<file path="config.mk">
export PLATFORM = sky130hd
export DESIGN_NAME = key_capture_register
export DESIGN_NICKNAME = d
export VERILOG_FILES = /design/src/rtl/key_capture_pkg.sv /design/src/rtl/key_capture_register_sync_2ff.sv /design/src/rtl/key_capture_register.sv
export SDC_FILE = /design/constraint.sdc
export NUM_CORES = 1
export LEC_CHECK = 0
export BUFFER_PORTS_ARGS = -buffer_cell sky130_fd_sc_hd__buf_2
export CORE_ASPECT_RATIO = 0.5
export CORE_MARGIN = 2
export CORE_UTILIZATION = 47
export DETAILED_ROUTE_END_ITERATION = 10
export GPL_ROUTABILITY_DRIVEN = 0
export GPL_TIMING_DRIVEN = 1
export PLACE_DENSITY_LB_ADDON = 0.15
export SETUP_SLACK_MARGIN = 0.1
export SLEW_MARGIN = 10
export SYNTH_ARGS = -nofsm -noshare
export SYNTH_HDL_FRONTEND = slang
export SYNTH_SLANG_ARGS = --single-unit
</file>
<file path="constraint.sdc">
create_clock -name clk -period 2.7 [get_ports clk]
set_clock_uncertainty 0.1 [all_clocks]
set_input_delay 0.54 -clock clk [delete_from_list [all_inputs] [get_ports clk]]
set_output_delay 0.54 -clock clk [all_outputs]
set_load 0.005 [all_outputs]
</file>
<file path="src/rtl/key_capture_pkg.sv">
// Shared types and defaults for the key capture input stage.
//   - key_state_e: debounce FSM states
//   - DEBOUNCE_CYCLES_DEFAULT / CAPTURE_WIDTH_DEFAULT: parameter defaults
//   - COUNT_W: width of the accepted-press counter
package key_capture_pkg;

  localparam int unsigned DEBOUNCE_CYCLES_DEFAULT = 16;
  localparam int unsigned CAPTURE_WIDTH_DEFAULT   = 16;
  localparam int unsigned COUNT_W                 = 8;

  typedef enum logic [1:0] {
    IDLE         = 2'd0,
    PRESS_WAIT   = 2'd1,
    HELD         = 2'd2,
    RELEASE_WAIT = 2'd3
  } key_state_e;

endpackage : key_capture_pkg

</file>
<file path="src/rtl/key_capture_register_sync_2ff.sv">
// Two-stage 1-bit synchronizer. Both stages reset to 1, the idle level of an
// active-low key, so reset never looks like a press.
// Ports:
//   clk   in  system clock
//   reset in  asynchronous active-high reset
//   d     in  asynchronous input
//   q     out synchronized output (2-cycle latency)
module sync_2ff (
  input  logic clk,
  input  logic reset,
  input  logic d,
  output logic q
);

  logic meta_q;
  logic meta_d;
  logic sync_q;
  logic sync_d;

  always_comb begin
    meta_d = d;
    sync_d = meta_q;
  end

  always_ff @(posedge clk or posedge reset) begin
    if (reset) begin
      meta_q <= 1'b1;
      sync_q <= 1'b1;
    end else begin
      meta_q <= meta_d;
      sync_q <= sync_d;
    end
  end

  assign q = sync_q;

endmodule : sync_2ff

</file>
<file path="src/rtl/key_capture_register.sv">
// Debounced pushbutton capture of a switch word for the display path.
// Each accepted press latches sw into data_q, pulses load_pulse for one
// cycle and bumps capture_count. Build option: define KEY_CAPTURE_SYNC_EN to
// route key_n through a 2-flop synchronizer (adds 2 cycles of latency).
// Ports:
//   clk           in  system clock
//   reset         in  asynchronous active-high reset
//   key_n         in  raw pushbutton, active-low
//   sw            in  switch word, sampled on capture only
//   data_q        out last captured word
//   load_pulse    out one-cycle strobe after each capture
//   held          out debounced key is pressed (HELD / RELEASE_WAIT)
//   capture_count out accepted presses, wraps at 256
module key_capture_register
  import key_capture_pkg::*;
#(
  parameter int unsigned WIDTH           = CAPTURE_WIDTH_DEFAULT,
  parameter int unsigned DEBOUNCE_CYCLES = DEBOUNCE_CYCLES_DEFAULT
) (
  input  logic               clk,
  input  logic               reset,
  input  logic               key_n,
  input  logic [WIDTH-1:0]   sw,
  output logic [WIDTH-1:0]   data_q,
  output logic               load_pulse,
  output logic               held,
  output logic [COUNT_W-1:0] capture_count
);

  localparam int unsigned CNT_W = (DEBOUNCE_CYCLES > 1) ? $clog2(DEBOUNCE_CYCLES) : 1;
  localparam logic [CNT_W-1:0] CNT_MAX = CNT_W'(DEBOUNCE_CYCLES - 1);

  logic key_s;

`ifdef KEY_CAPTURE_SYNC_EN
  sync_2ff u_sync (
    .clk   (clk),
    .reset (reset),
    .d     (key_n),
    .q     (key_s)
  );
`else
  assign key_s = key_n;
`endif

  key_state_e         state_q, state_d;
  logic [CNT_W-1:0]   cnt_q, cnt_d;
  logic [WIDTH-1:0]   data_d;
  logic               load_pulse_q, load_pulse_d;
  logic               held_q, held_d;
  logic [COUNT_W-1:0] capture_count_q, capture_count_d;

  // State and datapath registers
  always_ff @(posedge clk or posedge reset) begin
    if (reset) begin
      state_q         <= IDLE;
      cnt_q           <= '0;
      data_q          <= '0;
      load_pulse_q    <= 1'b0;
      held_q          <= 1'b0;
      capture_count_q <= '0;
    end else begin
      state_q         <= state_d;
      cnt_q           <= cnt_d;
      data_q          <= data_d;
      load_pulse_q    <= load_pulse_d;
      held_q          <= held_d;
      capture_count_q <= capture_count_d;
    end
  end

  // Next-state logic
  always_comb begin
    state_d = state_q;
    case (state_q)
      IDLE: begin
        if (!key_s) state_d = PRESS_WAIT;
      end
      PRESS_WAIT: begin
        if (key_s)                 state_d = IDLE;
        else if (cnt_q == CNT_MAX) state_d = HELD;
      end
      HELD: begin
        if (key_s) state_d = RELEASE_WAIT;
      end
      RELEASE_WAIT: begin
        if (!key_s)                state_d = HELD;
        else if (cnt_q == CNT_MAX) state_d = IDLE;
      end
      default: state_d = IDLE;
    endcase
  end

  // Debounce counter, capture and registered outputs
  always_comb begin
    cnt_d           = cnt_q;
    data_d          = data_q;
    load_pulse_d    = 1'b0;
    capture_count_d = capture_count_q;
    // Registered copy of "next state is a pressed state" keeps held flop-driven
    held_d          = (state_d == HELD) || (state_d == RELEASE_WAIT);
    case (state_q)
      IDLE: begin
        if (!key_s) cnt_d = '0;
      end
      PRESS_WAIT: begin
        if (!key_s) begin
          if (cnt_q == CNT_MAX) begin
            data_d          = sw;
            load_pulse_d    = 1'b1;
            capture_count_d = capture_count_q + COUNT_W'(1);
          end else begin
            cnt_d = cnt_q + CNT_W'(1);
          end
        end
      end
      HELD: begin
        if (key_s) cnt_d = '0;
      end
      RELEASE_WAIT: begin
        if (key_s && (cnt_q != CNT_MAX)) cnt_d = cnt_q + CNT_W'(1);
      end
      default: cnt_d = '0;
    endcase
  end

  assign load_pulse    = load_pulse_q;
  assign held          = held_q;
  assign capture_count = capture_count_q;

endmodule : key_capture_register

</file>
==> results by group, run 1 <==
Synth
  – Most common cell in the synthesized netlist: dfrtp_1
  – EDFF count, synth: 0
  – Sequential share of the synthesized area: 0.5762
  – Syn Area/Cell: 14.17 µm²
  – Area share of the largest cell type after synthesis: 0.5762
  – Flops & latches, synth: 31
  – Post-synth cell types: 28
  – Asr flop ratio synth: 1.000
  – Top FF cell, synth: dfrtp_1
  – Syn_nets: 116
  – Cell Area, Synth: 0.001346 mm²
  – Syn. warnings: 0
  – Area contributors post-synth: dfrtp_1, mux2_4, mux2_2
  – Post-synthesis instance total: 95
  – Leading area contributor after synthesis: dfrtp_1
  – Synth top cells by count: dfrtp_1, mux2_2, mux2_4

STA
  – Post-layout min period: 2.210 ns
  – Slew margin rel.: 0.3854
  – Max Slew Vio Count: 0
  – RSZ-0062 raised after global routing: no
  – Final period util: 0.8184
  – Final setup margin: 0.4904 ns
  – FMAX: 0.4526 GHz
  – Final setup TNS: 0 ns
  – Least-Margin Pin Slew: 0.9220 ns
  – Final hold violation count: 0
  – Setup violations, final: 0

Placed design
  – Port bufs: 44
  – Hpwl dp: 1.656 mm
  – Area post-placement: 0.001589 mm²
  – Pre-CTS setup slack: 0.4921 ns

Critical path
  – CP max stage delay: 0.72 ns
  – Reg2reg path depth: 4
  – CP Class: flip-flop to flip-flop
  – RR Endpoint: data_q[0]
  – R2R setup slack: 0.49 ns
  – Cell Chain, Critical Path: ha_1 -> nand4_4 -> or3_1 -> mux2_4
  – CP Data Arrival Time: 2.27 ns
  – Crit path launch type: flip-flop
  – Crit-path max FO: 19
  – R2R Path Start: cnt_q[0]
  – CP max stage cell: or3_1
  – CP required: 2.76 ns
  – CP endpoint kind: flip-flop

GRT
  – Antenna violations before repair: 0
  – GRT Util Overall: 0.1559
  – Largest net degree at the start of global routing: 32
  – Overflow after GRT: 0
  – First-pass GRT wire length: 3.898 mm
  – Vias in the first global route: 861

Final layout
  – Register area: 775.7 µm²
  – Area Overhead vs Synth: 24.07%
  – Layout cells sized above 1: 0.5000
  – Multi-input gate area: 528.0 µm²
  – Ant diodes: 0
  – Final #Nets: 166
  – Fill cells: 213
  – Post-Layout Inst Area: 0.001670 mm²

Route
  – Drt first pass iters: 4
  – Final WL: 2.336 mm
  – DRT iter0 DRCs: 20
  – Vias: 895
  – Routed len/inst: 12.77 µm
  – DRC: 0
  – DR vias/cell: 4.891
  – Post-route ant nets: 0

Floorplanning
  – Row count: 13
  – Die area: 0.003335 mm²
  – Core footprint: 0.002651 mm²
  – Die width: 79.69 µm
  – IO Count: 45
  – Die Ht: 41.85 µm
  – Starting density of the core: 0.5078

CTS
  – Root Driver: clkbuf_8
  – CTS Hold Buffers Added: 0
  – CTS sink count: 31
  – Worst-case clock buffer depth: 2
  – Cells resized by post-CTS repair: 0
  – Cts bufs inserted: 5
  – Post-CTS Setup Bufs: 0
  – Clock slew at reported path FFs: 0.06 ns
  – CTS tree: done
  – Htree depth: 2
  – Later-pin clock latency in the skew report: 0.28 ns

Pwr
  – Pwr Density: 548.9 mW/mm²
  – VDD IR max: 0.3276 mV
  – LEAKAGE: 0.9166 nW

Run status
  – Outcome: finished, final reports clean

Min path
  – Hold Path Class: input pin to async pin

Run
  – Total of max-cap violations: 0
## metal layers
metal	part of all wire	GRT usage	up-vias
met5	0	0	-
met2	0.46	0.2252	28
met3	0.054	0.05870	5
li1	-	-	434
met4	0.015	0.06207	0
met1	0.47	0.2128	428
## worst max-delay path, delay by kind of cell, from the launching register on
kind	cells	cell delay (ns)
multiplexers	1	0.44
adder cells (fa/ha/maj)	1	0.28
AND/OR/NAND/NOR	2	0.88
flip-flops	1	0.38
## state kept, by name, indices dropped and copies added (netlist names)
register,flops
data_q,16
capture_count,8
cnt_q,4
held,1
load_pulse,1
state_q,1
## power breakdown
part | leakage (nW) | switching, W | total [W] | internal, W
Clock | 0.0422 | 0.000159 | 0.000339 | 0.000180
Combinational | 0.471 | 0.0000315 | 0.0000722 | 0.0000407
Sequential | 0.404 | 0.0000190 | 0.000505 | 0.000486
Total | 0.917 | 0.000210 | 0.000917 | 0.000707
## logic make-up after synthesis
group | share of synthesized area
DFF | 0.5762
and+or+nand+nor | 0.1125
muxes | 0.1645
AOI/OAI and AO/OA | 0.03810
xor gates and xnor gates | 0.05855
buffers and inverters | 0.03160
adders and majority gates | 0.01858
## how the worst max path moves through the flow
stage / startpoint / to / cells past startpoint
final: cnt_q[0] / data_q[0] / 4
after global routing: cnt_q[0] / data_q[2] / 4
after CTS: cnt_q[0] / data_q[11] / 4
after detailed placement: cnt_q[0] / data_q[11] / 4
after global placement: cnt_q[0] / data_q[9] / 4
after floorplan: cnt_q[0] / capture_count[1] / 6
## area by class of cell
cell class                 count  area share
sequential                    31      0.4644
multi-input combinational     59      0.3161
inverter                       3    0.006742
timing repair buffer          45      0.1363
tap                           37     0.02772
clock buffer                   7     0.04569
clock inverter                 1    0.002996
## placed cells by master, fill, tap and decap left out, types with 3 or more instances in the layout
cell type	count
clkbuf_8	5
xor2_1	4
mux2_4	8
dfrtp_1	31
nand2_1	5
o21ai_0	6
mux2_2	9
xnor2_1	5
buf_2	44
inv_1	3
nand3_1	3
## per-stage QoR
| step | utilization | power, W | hold slack (ns) | instances |
|---|---|---|---|---|
| finish | 0.6300 | 0.0009168 | 0.2356 | 183 |
| global placement | 0.5993 | 0.0005844 | 0.3559 | 175 |
| floorplan | - | 0.0005490 | 0.3683 | 95 |
| global route | 0.6300 | 0.0009638 | 0.2667 | 183 |
| detailed placement | 0.5993 | 0.0005867 | 0.3679 | 175 |
| CTS | 0.6300 | 0.0009313 | 0.2426 | 183 |
No activity file was read; power rests on OpenSTA's default activity.
==> run 2: changes to the inputs <==
- clock period: 2.7 -> 2.2 ns (I/O delays scaled with it)
==> run 2 against run 1 <==
  * Count of clock-buffer cells in the layout decreased by 1
  * Core utilization about the same
  * Sequential cell count is the same
  * Final cell count decreased by 0.55%
  * Worst setup slack lost 0.24 ns
  * Combinational power up 23%
  * Via count up 1.3%
==> results by group, run 2 (same netlist as run 1, synthesis figures left out) <==
Run status
  – Outcome: finished, final reports clean

Critical path
  – CP required: 2.26 ns (-0.50 ns)
  – Crit path launch type: flip-flop
  – CP Data Arrival Time: 2.00 ns (-0.27 ns)
  – CP Class: flip-flop to flip-flop
  – CP endpoint kind: flip-flop
  – Crit-path max FO: 19 (unchanged)

Floorplanning
  – Die area: 0.003335 mm² (unchanged)
  – IO Count: 45 (unchanged)
  – Starting density of the core: 0.5078 (unchanged)
  – Core footprint: 0.002651 mm² (unchanged)
  – Die Ht: 41.85 µm (unchanged)
  – Die width: 79.69 µm (unchanged)
  – Row count: 13 (unchanged)

CTS
  – CTS Hold Buffers Added: 0 (unchanged)
  – CTS sink count: 31 (unchanged)
  – Cts bufs inserted: 5 (unchanged)
  – Post-CTS Setup Bufs: 0 (unchanged)
  – Root Driver: clkbuf_8
  – Clock slew at reported path FFs: 0.06 ns (about the same)
  – Worst-case clock buffer depth: 2 (unchanged)
  – Later-pin clock latency in the skew report: 0.27 ns (about the same)
  – CTS tree: done
  – Htree depth: 2 (unchanged)
  – Cells resized by post-CTS repair: 0 (unchanged)

Pwr
  – Pwr Density: 660.0 mW/mm² (+20%)
  – LEAKAGE: 0.9157 nW (-0.10%)
  – VDD IR max: 0.4027 mV (+23%)

STA
  – RSZ-0062 raised after global routing: no
  – Final setup TNS: 0 ns (unchanged)
  – Final period util: 0.8859 (+0.06754)
  – Final hold slack: 0.1340 ns (-0.1015 ns)
  – Final hold violation count: 0 (unchanged)
  – Post-layout min period: 1.949 ns (-0.2606 ns)
  – FMAX: 0.5131 GHz (+13%)
  – Least-Margin Pin Slew: 0.6220 ns (-0.2999 ns)
  – Max Slew Vio Count: 0 (unchanged)
  – Slew margin rel.: 0.5797 (+0.1943)
  – Setup violations, final: 0 (unchanged)

Final layout
  – Ant diodes: 0 (unchanged)
  – Layout cells sized above 1: 0.5034 (+0.003448)
  – Area Overhead vs Synth: 23.98% (about the same)
  – Top reg by flops: data_q
  – Commonest non-fill, non-tap cells in the layout: buf_2, dfrtp_1, mux2_2
  – Most common cell after layout, fill and taps aside: buf_2
  – Non-Filler Instances: 182 (-0.55%)
  – Final #Nets: 167 (+0.60%)
  – Max FFs per register: 16 (unchanged)

Placed design
  – Port bufs: 44 (unchanged)
  – Hpwl dp: 1.662 mm (+0.33%)
  – Placed instance count: 176 (+0.57%)

GRT
  – Overflow after GRT: 0 (unchanged)
  – First-pass GRT wire length: 3.974 mm (+1.9%)
  – Met2 usage: 0.2454 (+0.02017)
  – GR Util met3: 0.06957 (+0.01087)
  – Antenna violations before repair: 0 (unchanged)
  – Vias in the first global route: 878 (+2.0%)
  – Global routing's busiest layer: met2
  – Largest net degree at the start of global routing: 32 (unchanged)
  – GRT Util Overall: 0.1586 (+0.002693)
  – Grt met1 use: 0.2008 (-0.01192)

Route
  – Routed len/inst: 12.73 µm (-0.27%)
  – Vias: 907 (+1.3%)
  – Drt first pass iters: 4 (unchanged)
  – Final WL: 2.317 mm (-0.81%)
  – DRC: 0 (unchanged)
  – Post-route ant nets: 0 (unchanged)
  – DR vias/cell: 4.984 (+1.9%)
  – DRT iter0 DRCs: 47 (+140%)

Run
  – Total of max-cap violations: 0 (unchanged)

Min path
  – Hold Path Class: input pin to async pin
==> run 2: final timing paths <==
check	from	endpoint	slack, ns	cells past startpoint
worst min register to register	capture_count[7]	capture_count[7]	0.36	1
max in group asynchronous	reset	cnt_q[2]	1.59	3
worst min-delay path	reset	data_q[3]	0.13	3
min in group clk	sw[6]	data_q[6]	0.30	2
worst max register to register	cnt_q[0]	data_q[3]	0.25	5
worst max-delay path	cnt_q[0]	data_q[3]	0.25	5
==> run 2: power breakdown <==
| part | internal, W | leakage, nW | switching (W) | total (W) |
|---|---|---|---|---|
| combinational | 0.0000503 | 0.475 | 0.0000386 | 0.0000889 |
| sequential | 0.000597 | 0.404 | 0.0000234 | 0.000620 |
| clock | 0.000210 | 0.0371 | 0.000182 | 0.000392 |
| total | 0.000857 | 0.916 | 0.000244 | 0.00110 |
==> run 2: final cells by class <==
cell class / instances / area (µm²)
fillers: 215 / 982.2
multi-input cells: 59 / 528.0
repair buffers: 46 / 235.2
clock buffers: 6 / 72.57
inverters: 3 / 11.26
well taps: 37 / 46.29
flip-flops and latches: 31 / 775.7
==> run 2: routing by layer <==
layer  vias up  share of wire
met5         -              0
met4         0         0.0082
met3         3          0.059
met2        25           0.48
met1       445           0.45
li1        434              -
==> run 2: worst max-delay path: stages, from the launching register on <==
cell and delay [ns]:
dfrtp_1 0.39, ha_1 0.27, nand4_4 0.16, or3_1 0.34, buf_4 0.23, mux2_4 0.32
==> run 2: through the flow <==
step           utilization  setup slack [ns]  total power (W)  area [µm²]
6_report            0.6295            0.2510         0.001102        1669
4_1_cts             0.6295            0.2669         0.001115        1669
2_1_floorplan            -            0.3414        0.0006737        1346
3_5_place_dp        0.6022            0.2806        0.0007203        1597
5_1_grt             0.6295            0.1684         0.001160        1669
3_3_place_gp        0.6022            0.3412        0.0007174        1597
==> run 3: changes to the inputs <==
- CELL_PAD_IN_SITES_DETAIL_PLACEMENT: unset -> 0
- CELL_PAD_IN_SITES_GLOBAL_PLACEMENT: unset -> 1
- CORE_UTILIZATION: 47 -> 39
==> run 3 against run 2 <==
  * Worst setup slack improved by 0.037 ns
  * Register-to-register slack gained 0.04 ns
  * Hold slack got worse by 0.0033 ns
  * Global-route usage is 1.5 points lower
  * Highest routed layer unchanged
==> results by group, run 3 (same netlist as run 1, synthesis figures left out) <==
Run status
  – Outcome: finished, final reports clean

Critical path
  – CP max stage cell: dfrtp_1
  – CP endpoint kind: flip-flop
  – CP required: 2.27 ns (about the same)
  – Reg2reg path depth: 5 (unchanged)
  – R2R Path Start: cnt_q[0]
  – CP Class: flip-flop to flip-flop
  – Crit-path max FO: 19 (unchanged)
  – Crit path launch: cnt_q[0]
  – CP max stage delay: 0.38 ns (about the same)
  – Crit path launch type: flip-flop
  – R2R setup slack: 0.29 ns (+0.04 ns)
  – Cell Chain, Critical Path: ha_1 -> nand4_4 -> or3_1 -> buf_4 -> mux2_4
  – CP Data Arrival Time: 1.98 ns (-0.02 ns)
  – RR Endpoint: data_q[1]

Floorplanning
  – Core footprint: 0.003359 mm² (+27%)
  – Die area: 0.003967 mm² (+19%)
  – Starting density of the core: 0.4007 (-0.1070)
  – Die Ht: 45.55 µm (+8.8%)
  – Row count: 15 (+2)
  – Die width: 87.09 µm (+9.3%)
  – IO Count: 45 (unchanged)

Route
  – Routed len/inst: 12.81 µm (+0.62%)
  – Final WL: 2.421 mm (+4.5%)
  – Drt first pass iters: 3 (-1)
  – DRC: 0 (unchanged)
  – Post-route ant nets: 0 (unchanged)
  – Vias: 902 (-0.55%)
  – DR vias/cell: 4.772 (-4.2%)
  – DRT iter0 DRCs: 39 (-17%)

STA
  – Setup violations, final: 0 (unchanged)
  – Max Slew Vio Count: 0 (unchanged)
  – RSZ-0062 raised after global routing: no
  – Slew margin rel.: 0.5992 (+0.01950)
  – FMAX: 0.5230 GHz (+1.9%)
  – Post-layout min period: 1.912 ns (-0.03696 ns)
  – Final hold violation count: 0 (unchanged)
  – Final setup TNS: 0 ns (unchanged)
  – Final period util: 0.8691 (-0.01680)
  – Least-Margin Pin Slew: 0.5932 ns (-0.02886 ns)

Placed design
  – Hpwl dp: 1.715 mm (+3.2%)
  – Port bufs: 44 (unchanged)
  – Area post-placement: 0.001603 mm² (+0.39%)

CTS
  – Cts bufs inserted: 5 (unchanged)
  – Worst-case clock buffer depth: 2 (unchanged)
  – Cells resized by post-CTS repair: 0 (unchanged)
  – Clock slew at reported path FFs: 0.06 ns (about the same)
  – Post-CTS Setup Bufs: 0 (unchanged)
  – Later-pin clock latency in the skew report: 0.28 ns (about the same)
  – CTS sink count: 31 (unchanged)
  – Htree depth: 2 (unchanged)
  – CTS Hold Buffers Added: 0 (unchanged)
  – Root Driver: clkbuf_8
  – CTS tree: done

GRT
  – First-pass GRT wire length: 4.071 mm (+2.4%)
  – Antenna violations before repair: 0 (unchanged)
  – GRT Util Overall: 0.1436 (-0.01501)
  – Overflow after GRT: 0 (unchanged)
  – Vias in the first global route: 884 (+0.68%)
  – Largest net degree at the start of global routing: 32 (unchanged)

Final layout
  – Final #Nets: 167 (unchanged)
  – Fill cells: 310 (+44%)
  – Ant diodes: 0 (unchanged)
  – Layout cells sized above 1: 0.5102 (+0.006756)
  – Area Overhead vs Synth: 26.49%
  – Post-Layout Inst Area: 0.001703 mm² (+2.0%)
  – Most common cell after layout, fill and taps aside: buf_2
  – Commonest non-fill, non-tap cells in the layout: buf_2, dfrtp_1, mux2_2
  – Fin util: 0.5069 (-0.1227)
  – Max FFs per register: 16 (unchanged)
  – Top reg by flops: data_q

Pwr
  – Total power: 0.001194 W (+8.4%)
  – Pwr Density: 700.9 mW/mm² (+6.2%)
  – VDD IR max: 0.3212 mV (-20%)
  – LEAKAGE: 0.9301 nW (+1.6%)

Run
  – Total of max-cap violations: 0 (unchanged)

Min path
  – Hold Path Class: input pin to async pin
==> run 3: cell count changes in the layout (fill, tap and decap cells not counted), sizes merged <==
| cell | delta |
|---|---|
| clkbuf | +2 |
==> run 3: how the worst max path moves through the flow <==
stage,end,slack (ns),depth (start not counted)
CTS,data_q[1],0.26,5
global route,data_q[1],0.14,5
detailed placement,data_q[4],0.29,5
global placement,data_q[2],0.32,5
finish,data_q[1],0.29,5
floorplan,capture_count[1],0.34,6
==> run 3: critical path, delay by kind of cell, from the launching register on <==
family | cells | cell delay [ns]
mux | 1 | 0.32
buf+inv | 1 | 0.24
simple gates | 2 | 0.50
fa+ha+maj | 1 | 0.26
flops | 1 | 0.38
==> run 3: layer usage <==
metal  routed length [µm]  share of wire  vias up  GRT usage
li1                     -              -      435          -
met1                 1139           0.47      440     0.1831
met2                 1087           0.45       22     0.2107
met3                  148          0.061        5    0.06341
met4                   45          0.019        0    0.07385
met5                    0              0        -          0
==> run 3: stage by stage <==
| stage | instances | setup slack (ns) | hold slack (ns) |
|---|---|---|---|
| floorplan | 95 | 0.3414 | 0.3683 |
| detailed placement | 181 | 0.2858 | 0.3694 |
| global route | 189 | 0.1441 | 0.1683 |
| global placement | 181 | 0.3151 | 0.3620 |
| CTS | 189 | 0.2642 | 0.1310 |
| finish | 189 | 0.2880 | 0.1308 |
==> run 3: power breakdown <==
group          internal, W   total, W  switching, W
logic            0.0000499  0.0000881     0.0000382
clock network     0.000285   0.000486      0.000201
registers         0.000597   0.000620     0.0000229
==> run 3: layout make-up <==
cell class	instances	area [µm²]	area share
clock buffers	8	100.1	0.05878
multi-input cells	59	528.0	0.3101
well taps	42	52.55	0.03086
repair buffers	46	235.2	0.1381
inverters	3	11.26	0.006613
flip-flops and latches	31	775.7	0.4555
